**config.mk**
```make
export PLATFORM = sky130hd
export DESIGN_NAME = mips_bus_lane_align
export DESIGN_NICKNAME = d
export VERILOG_FILES = /design/src/rtl/mips_bus_pkg.sv /design/src/rtl/mips_bus_lane_align.sv
export SDC_FILE = /design/constraint.sdc
export NUM_CORES = 1
export LEC_CHECK = 0
export CORE_MARGIN = 5
export CORE_UTILIZATION = 32
export DETAILED_ROUTE_END_ITERATION = 7
export GPL_TIMING_DRIVEN = 0
export PLACE_DENSITY = 0.91
export SETUP_SLACK_MARGIN = 0.15
export SYNTH_ARGS = -nofsm -noshare
export SYNTH_HDL_FRONTEND = slang
export SYNTH_SLANG_ARGS = --single-unit
```
**constraint.sdc**
```tcl
create_clock -name vclk -period 2.5
set_input_delay 0.5 -clock vclk [all_inputs]
set_output_delay 0.5 -clock vclk [all_outputs]
set_load 0.02 [all_outputs]
```
**src/rtl/mips_bus_pkg.sv**
```systemverilog
// -----------------------------------------------------------------------------
// mips_bus_pkg
// Shared types and helpers for the MIPS bus interface unit.
//   size_t      : access size encoding on req_size (3 is illegal)
//   bus_state_t : FSM states of the bus interface unit
//   be_for      : byteenable for a given size and byte-address low bits
//   misaligned  : true when the access cannot be issued as a single bus cycle
// -----------------------------------------------------------------------------
package mips_bus_pkg;

  typedef enum logic [1:0] {
    SZ_BYTE = 2'd0,
    SZ_HALF = 2'd1,
    SZ_WORD = 2'd2
  } size_t;

  typedef enum logic [1:0] {
    ST_IDLE = 2'd0,
    ST_BUS  = 2'd1,
    ST_RESP = 2'd2
  } bus_state_t;

  // Little-endian lane mask for an aligned access.
  function automatic logic [3:0] be_for(input logic [1:0] size, input logic [1:0] addr);
    logic [3:0] be;
    be = 4'b0000;
    case (size)
      SZ_BYTE: be = 4'b0001 << addr;
      SZ_HALF: be = 4'b0011 << {addr[1], 1'b0};
      SZ_WORD: be = 4'b1111;
      default: be = 4'b0000;
    endcase
    return be;
  endfunction

  // Half on an odd address, word off a word boundary, or the reserved size.
  function automatic logic misaligned(input logic [1:0] size, input logic [1:0] addr);
    logic bad;
    bad = 1'b0;
    case (size)
      SZ_BYTE: bad = 1'b0;
      SZ_HALF: bad = addr[0];
      SZ_WORD: bad = (addr != 2'b00);
      default: bad = 1'b1;
    endcase
    return bad;
  endfunction

endpackage

```
**src/rtl/mips_bus_lane_align.sv**
```systemverilog
// -----------------------------------------------------------------------------
// mips_bus_lane_align
// Combinational lane steering.
//   st_size, st_wdata      : store size and right-justified store data
//   st_writedata           : store data replicated onto every candidate lane
//   ld_size, ld_lane       : latched load size and byte offset addr[1:0]
//   ld_signed              : sign-extend byte/half loads
//   ld_readdata            : raw Avalon readdata
//   ld_result              : right-justified, extended load value
// -----------------------------------------------------------------------------
module mips_bus_lane_align
  import mips_bus_pkg::*;
(
  input  logic [1:0]  st_size,
  input  logic [31:0] st_wdata,
  output logic [31:0] st_writedata,
  input  logic [1:0]  ld_size,
  input  logic [1:0]  ld_lane,
  input  logic        ld_signed,
  input  logic [31:0] ld_readdata,
  output logic [31:0] ld_result
);

  logic [31:0] shifted_s;

  // Replicate store data so byteenable alone selects the target lane.
  always_comb begin
    st_writedata = st_wdata;
    case (st_size)
      SZ_BYTE: st_writedata = {4{st_wdata[7:0]}};
      SZ_HALF: st_writedata = {2{st_wdata[15:0]}};
      default: st_writedata = st_wdata;
    endcase
  end

  // Bring the addressed lane down to bit 0, then extend to 32 bits.
  always_comb begin
    shifted_s = ld_readdata >> {ld_lane, 3'b000};
    ld_result = shifted_s;
    case (ld_size)
      SZ_BYTE: ld_result = {{24{ld_signed & shifted_s[7]}}, shifted_s[7:0]};
      SZ_HALF: ld_result = {{16{ld_signed & shifted_s[15]}}, shifted_s[15:0]};
      default: ld_result = shifted_s;
    endcase
  end

endmodule

```
==> results of run 1 <==
[path summary, 6_finish.rpt]
path	slack (ps)	cells past startpoint	endpoint	from
worst max-delay path	200	5	ld_result[9]	ld_readdata[25]
worst min-delay path	1560	3	st_writedata[16]	st_size[1]
[worst min-delay path, delay by kind of cell]
kind     cells  cell delay, ps
mux          1             170
buf+inv      2             400
[metrics by stage]
| stage | cell area, µm² | hold slack, ps | instances |
|---|---|---|---|
| final | 2690 | 1560 | 346 |
| after global routing | 2690 | 1600 | 346 |
| after CTS | 2640 | 1570 | 346 |
| after detailed placement | 2600 | 1920 | 339 |
| after global placement | 2600 | 1920 | 339 |
| after floorplan | 1220 | 1110 | 159 |
[area by class of cell]
class / count / area (µm²)
tap: 48 / 60.1
timing repair buffer: 139 / 1290
fill: 291 / 997
multi-input combinational: 136 / 1160
buffer: 23 / 186
[cells in the final DEF, fill, tap and decap left out, types with 7 or more instances in the layout]
cell             instances
nor2b_1                  7
nand2_1                 10
clkdlybuf4s50_1         76
mux2i_1                 23
buf_4                   23
o21ai_0                  9
buf_6                   10
dlygate4sd2_1           27
buf_2                   15
mux2_2                  16
a21oi_1                 15
a211oi_1                 7
[synthesized netlist by cell type (all sizes together)]
cell     instances  area [µm²]
a211oi           7        52.6
a21boi           7        52.6
a21oi           15        75.1
and2             1        6.26
and2b            1        7.51
buf             21         153
clkbuf           2        7.51
mux2            17         195
mux2i           25         254
nand2           10        37.5
nand2b           2        12.5
nand3b           1        7.51
nor2             4        20.0
nor2b            9        56.3
o21a             1        7.51
o21ai            9        45.0
o221ai           2        41.3
o22ai            8        62.6
o2bb2ai          8        70.1
or2              8        50.1
xor2             1        8.76
[timing repair]
action / in CTS / in global routing
hold buffers: 0 / 0
pin swaps: 6 / 2
endpoints found under the setup margin: 52 / 33
cloned: 1 / 0
resized for setup: 169 / 20
setup buffers: 6 / 0
[cells by family after synthesis]
| family | share of synthesized area (%) |
|---|---|
| AND/OR/NAND/NOR | 16.2 |
| AO/OA/AOI/OAI | 33.3 |
| multiplexers | 36.7 |
| XOR/XNOR | 0.717 |
| buffers and inverters | 13.1 |
[power groups by stage]
stage / logic (W) / clock network, W / registers (W)
after global routing: 0.000662 / 0 / 0
after detailed placement: 0.000626 / 0 / 0
after CTS: 0.000612 / 0 / 0
after global placement: 0.000621 / 0 / 0
after floorplan: 0.000301 / 0 / 0
final: 0.000626 / 0 / 0
[layer usage]
metal | GRT usage (%) | wire length (µm) | share of wire (%)
met5 | 0 | 0 | 0
met2 | 38.4 | 2900 | 48
met3 | 6.73 | 889 | 15
met1 | 25.9 | 2270 | 37
met4 | 2.51 | 21 | 0.35
==> summary.txt, run 1 <==
Status
  – Status: completed

Route
  – Drt wl/cell: around 18 µm
  – Drc violations: 0
  – Via/cell ratio: between 5 and 6
  – DRT Pass-1 Iters: 4
  – Vias: 1817
  – Routed Wire Length: 6080 µm
  – 1st-iter DRT viols: around 110
  – Detail Route Antenna Nets: 0

Floorplanning
  – Die footprint: 5160 µm²
  – Initial core utilization: 33.1%
  – Die width: 71.8 µm
  – # rows: 22
  – Core Area: ~3700 µm²
  – I/O pin count: 135
  – DIE HEIGHT: slightly above 70 µm

Pwr
  – Switching power: between 0.0003 and 0.0004 W
  – Sw Ratio: between 40% and 50%
  – LEAKAGE: about 1.2 nW
  – Combinational Power Share: between 90% and 100%
  – Sequential share of power: 0%
  – Final total power: around 0.00063 W
  – VDD IR max: 0.127 mV
  – Power density relative to cell area: about 230 nW/µm²
  – Internal power: between 0.0003 and 0.0004 W
  – Clock Power Share: 0%

GRT
  – GRT Util Overall: 21.5%
  – Grt ovf: 0
  – Initial antenna violation count: 0
  – Largest net degree at the start of global routing: 11
  – First-pass GRT wire length: just over 9000 µm
  – Number of global-route vias before repair: about 1900

Layout
  – End-of-flow core utilization: 73.0%
  – Nets: roughly 370
  – Area grow syn2layout: 120%
  – Fraction of layout cells with a size suffix above 1: about 33%
  – Register Area: 0 µm²
  – ANT cells: 0
  – Clkbuf count: 0
  – Number of sequential cells: 0

Timing
  – Final worst path period share: 92.1%
  – RSZ-0062 raised after global routing: no
  – Hold Vio Cnt, Final: 0
  – Tmin final: roughly 2300 ps
  – Slew HR: approximately four fifths
  – Setup Viol. Count Final: 0
  – Fmax: 0.434 GHz
  – Slew Limit Fails: 0
  – Worst Tran Pin Value: 317 ps
  – Setup TNS: 0 ps
  – Final WS setup: between 150 and 200 ps

Setup path
  – Crit end category: output port
  – Slowest-stage cell, CP: clkdlybuf4s50_1
  – Crit path max-delay family: buffers and inverters
  – Req. time, crit path: around 2000 ps
  – Critical Path Fanout Max: 3
  – Critical path startpoint category: input port
  – Slowest stage delay, CP: 570 ps
  – Worst EP arrival: 1800 ps
  – Critical Setup Path Class: in2out
  – Buffers & Inverters on Critical Path: 2
  – Crit-path cells: clkdlybuf4s50_1 -> mux2i_1 -> or2_2 -> a21boi_1 -> buf_2

Worst hold path
  – Hold WC Path Type: in2out

Synth
  – YS warnings: 0
  – Netlist cell types: 30
  – Seq/Total Area, Yosys: 0%
  – Post-Synthesis Cells: 159
  – Avg Inst Size Synth: about 7.7 µm²
  – Syn Nets: 230
  – Post-Syn Area: ~1200 µm²

Place
  – Post-Place Setup Slack: -625 ps
  – Buffers on Ports: 132
  – Hpwl dp: roughly 4600 µm
  – GPL Wtd Cong: 0.861

Job
  – Max-cap violations: 0
Power figures use the tool's default switching activity.
==> inputs of run 2 (changes only) <==
- CORE_MARGIN: 5 -> 1.5
- clock period: 2.5 -> 2.9 ns (I/O delays scaled with it)
==> run 2 against run 1 <==
  * Critical path depth rose by 2
  * Hold slack improved by 220 ps
  * Wire length fell by 13%
  * Flip-flop and latch count did not move
  * Final cell count rose by 1.2%
  * Design area fell by 0.23%
  * Combinational power fell by 15%
  * Via count fell by 0.50%
  * Count of clock-buffer cells in the layout did not move
  * Largest cell class unchanged
  * Largest power group unchanged
  * Highest routed layer is now met3
==> summary.txt, run 2 (synthesis results as in run 1) <==
Status
  – Status: completed

Layout
  – Fraction of layout cells with a size suffix above 1: 27.2% (-5.7 points)
  – Nets: 375 (+1.1%)
  – ANT cells: 0 (unchanged)
  – Number of sequential cells: 0 (unchanged)
  – Multi-input gate area: 1110 µm² (-3.9%)
  – Clkbuf count: 0 (unchanged)
  – Area grow syn2layout: 120%
  – Non-filler cells, final: 350 (+1.2%)
  – Commonest non-fill, non-tap cell in the layout: clkdlybuf4s50_1
  – Fillers: 263 (-9.6%)
  – Register Area: 0 µm² (unchanged)
  – Highest-count cells in the layout ignoring fill and taps: 96 x clkdlybuf4s50_1, 24 x mux2i_1, 20 x buf_4

Setup path
  – Slowest-stage cell, CP: clkdlybuf4s50_1
  – Crit end category: output port
  – Slowest stage delay, CP: 520 ps (-50 ps)
  – Worst EP arrival: 2100 ps (+300 ps)
  – WP depth: 7 (+2)
  – Critical Setup Path Class: in2out
  – Critical path startpoint category: input port
  – Buffers & Inverters on Critical Path: 4 (+2)
  – Critical Path Fanout Max: 5 (+2)
  – Crit-path cells: clkdlybuf4s50_1 -> nor2b_4 -> o221ai_4 -> buf_6 -> buf_4 -> o2bb2ai_1 -> clkdlybuf4s15_2
  – Crit path max-delay family: buffers and inverters
  – Req. time, crit path: 2320 ps (+320 ps)
  – Worst setup endpoint: ld_result[31]
  – Crit. Startpoint: ld_signed

Place
  – Buffers on Ports: 132 (unchanged)
  – Hpwl dp: 4150 µm (-11%)
  – Cells after DPL: 339 (unchanged)
  – Post-Place Setup Slack: -360 ps (+266 ps)
  – GPL Wtd Cong: 0.901 (+4.7%)

Timing
  – Final WS setup: 224 ps (+25.9 ps)
  – Setup Viol. Count Final: 0 (unchanged)
  – Min Hold Slack: 1780 ps (+220 ps)
  – RSZ-0062 raised after global routing: no
  – Hold Vio Cnt, Final: 0 (unchanged)
  – Tmin final: roughly 2700 ps
  – Setup TNS: 0 ps (unchanged)
  – Final worst path period share: 92.3%
  – Fmax: roughly 0.37 GHz
  – Slew HR: 68.5% (-10 points)
  – Slew Limit Fails: 0 (unchanged)
  – Worst Tran Pin Value: 472 ps (+155 ps)

GRT
  – Grt ovf: 0 (unchanged)
  – First-pass GRT wire length: 7820 µm (-16%)
  – GRT Util Overall: 22.9% (+1.4 points)
  – Largest net degree at the start of global routing: 11 (unchanged)
  – Global Route met3 Usage: 6.08% (-0.66 points)
  – Met2 Resource Use GR: 46.3% (+7.9 points)
  – Initial antenna violation count: 0 (unchanged)
  – Met1 Use GR: 24.9% (-1.0 points)
  – Most Used Layer, Global Route: met2
  – Number of global-route vias before repair: 1718 (-10%)

Route
  – Via/cell ratio: 5.17 (-1.6%)
  – Vias: 1808 (-0.50%)
  – Routed Wire Length: 5290 µm (-13%)
  – Drc violations: 0 (unchanged)
  – 1st-iter DRT viols: 149 (+32%)
  – Drt wl/cell: 15.1 µm (-14%)
  – Detail Route Antenna Nets: 0 (unchanged)
  – DRT Pass-1 Iters: 4 (unchanged)

Pwr
  – Power density relative to cell area: 197 nW/µm² (-15%)
  – Final total power: 0.000530 W (-15%)
  – LEAKAGE: 1.18 nW (-0.99%)
  – VDD IR max: 0.106 mV (-16%)

Floorplanning
  – Die width: 64.8 µm (-9.7%)
  – # rows: 22 (unchanged)
  – I/O pin count: 135 (unchanged)
  – DIE HEIGHT: 64.8 µm (-9.7%)
  – Initial core utilization: 33.4% (+0.25 points)
  – Die footprint: 4200 µm² (-19%)
  – Core Area: 3660 µm² (-0.75%)

Worst hold path
  – Hold WC Path Type: in2out

Job
  – Max-cap violations: 0 (unchanged)
run 2: area by class of cell:
type	instances	share of cell area [%]
buffer	23	6.34
multi-input combinational	136	41.4
tap	48	2.24
timing repair buffer	143	50.0
run 2: timing repair:
| action | 4_1_cts | 5_1_grt |
|---|---|---|
| cloned | 1 | 0 |
| buffers inserted | 5 | 5 |
| pin swaps | 2 | 2 |
| setup endpoints to repair | 32 | 25 |
| hold buffers | 0 | 0 |
| resized for setup | 87 | 21 |
run 2: per-layer routing:
metal  routed length, µm  up-vias
li1                    -      878
met1                1990      824
met2                2710      106
met3                 594        0
met4                   0        0
met5                   0        -
run 2: report_power, final:
| group | internal [W] | switching, W | total (W) | leakage (nW) |
|---|---|---|---|---|
| combinational | 0.000278 | 0.000252 | 0.000530 | 1.18 |
| sequential | 0 | 0 | 0 | 0 |
| clock | 0 | 0 | 0 | 0 |
run 2: worst min path at each step:
| stage | start | end | slack, ps | depth (start not counted) |
|---|---|---|---|---|
| 2_1_floorplan | st_wdata[0] | st_writedata[0] | 1270 | 1 |
| 3_3_place_gp | st_size[1] | st_writedata[18] | 2080 | 3 |
| 3_5_place_dp | st_size[1] | st_writedata[18] | 2090 | 3 |
| 4_1_cts | ld_readdata[23] | ld_result[23] | 1820 | 4 |
| 5_1_grt | ld_lane[1] | ld_result[5] | 1820 | 4 |
| 6_report | ld_lane[1] | ld_result[5] | 1780 | 4 |
run 2: stage by stage:
| stage | area [µm²] | util [%] |
|---|---|---|
| floorplan | 1220 | - |
| global placement | 2600 | 71.1 |
| detailed placement | 2600 | 71.1 |
| CTS | 2650 | 72.5 |
| global route | 2690 | 73.3 |
| finish | 2690 | 73.3 |
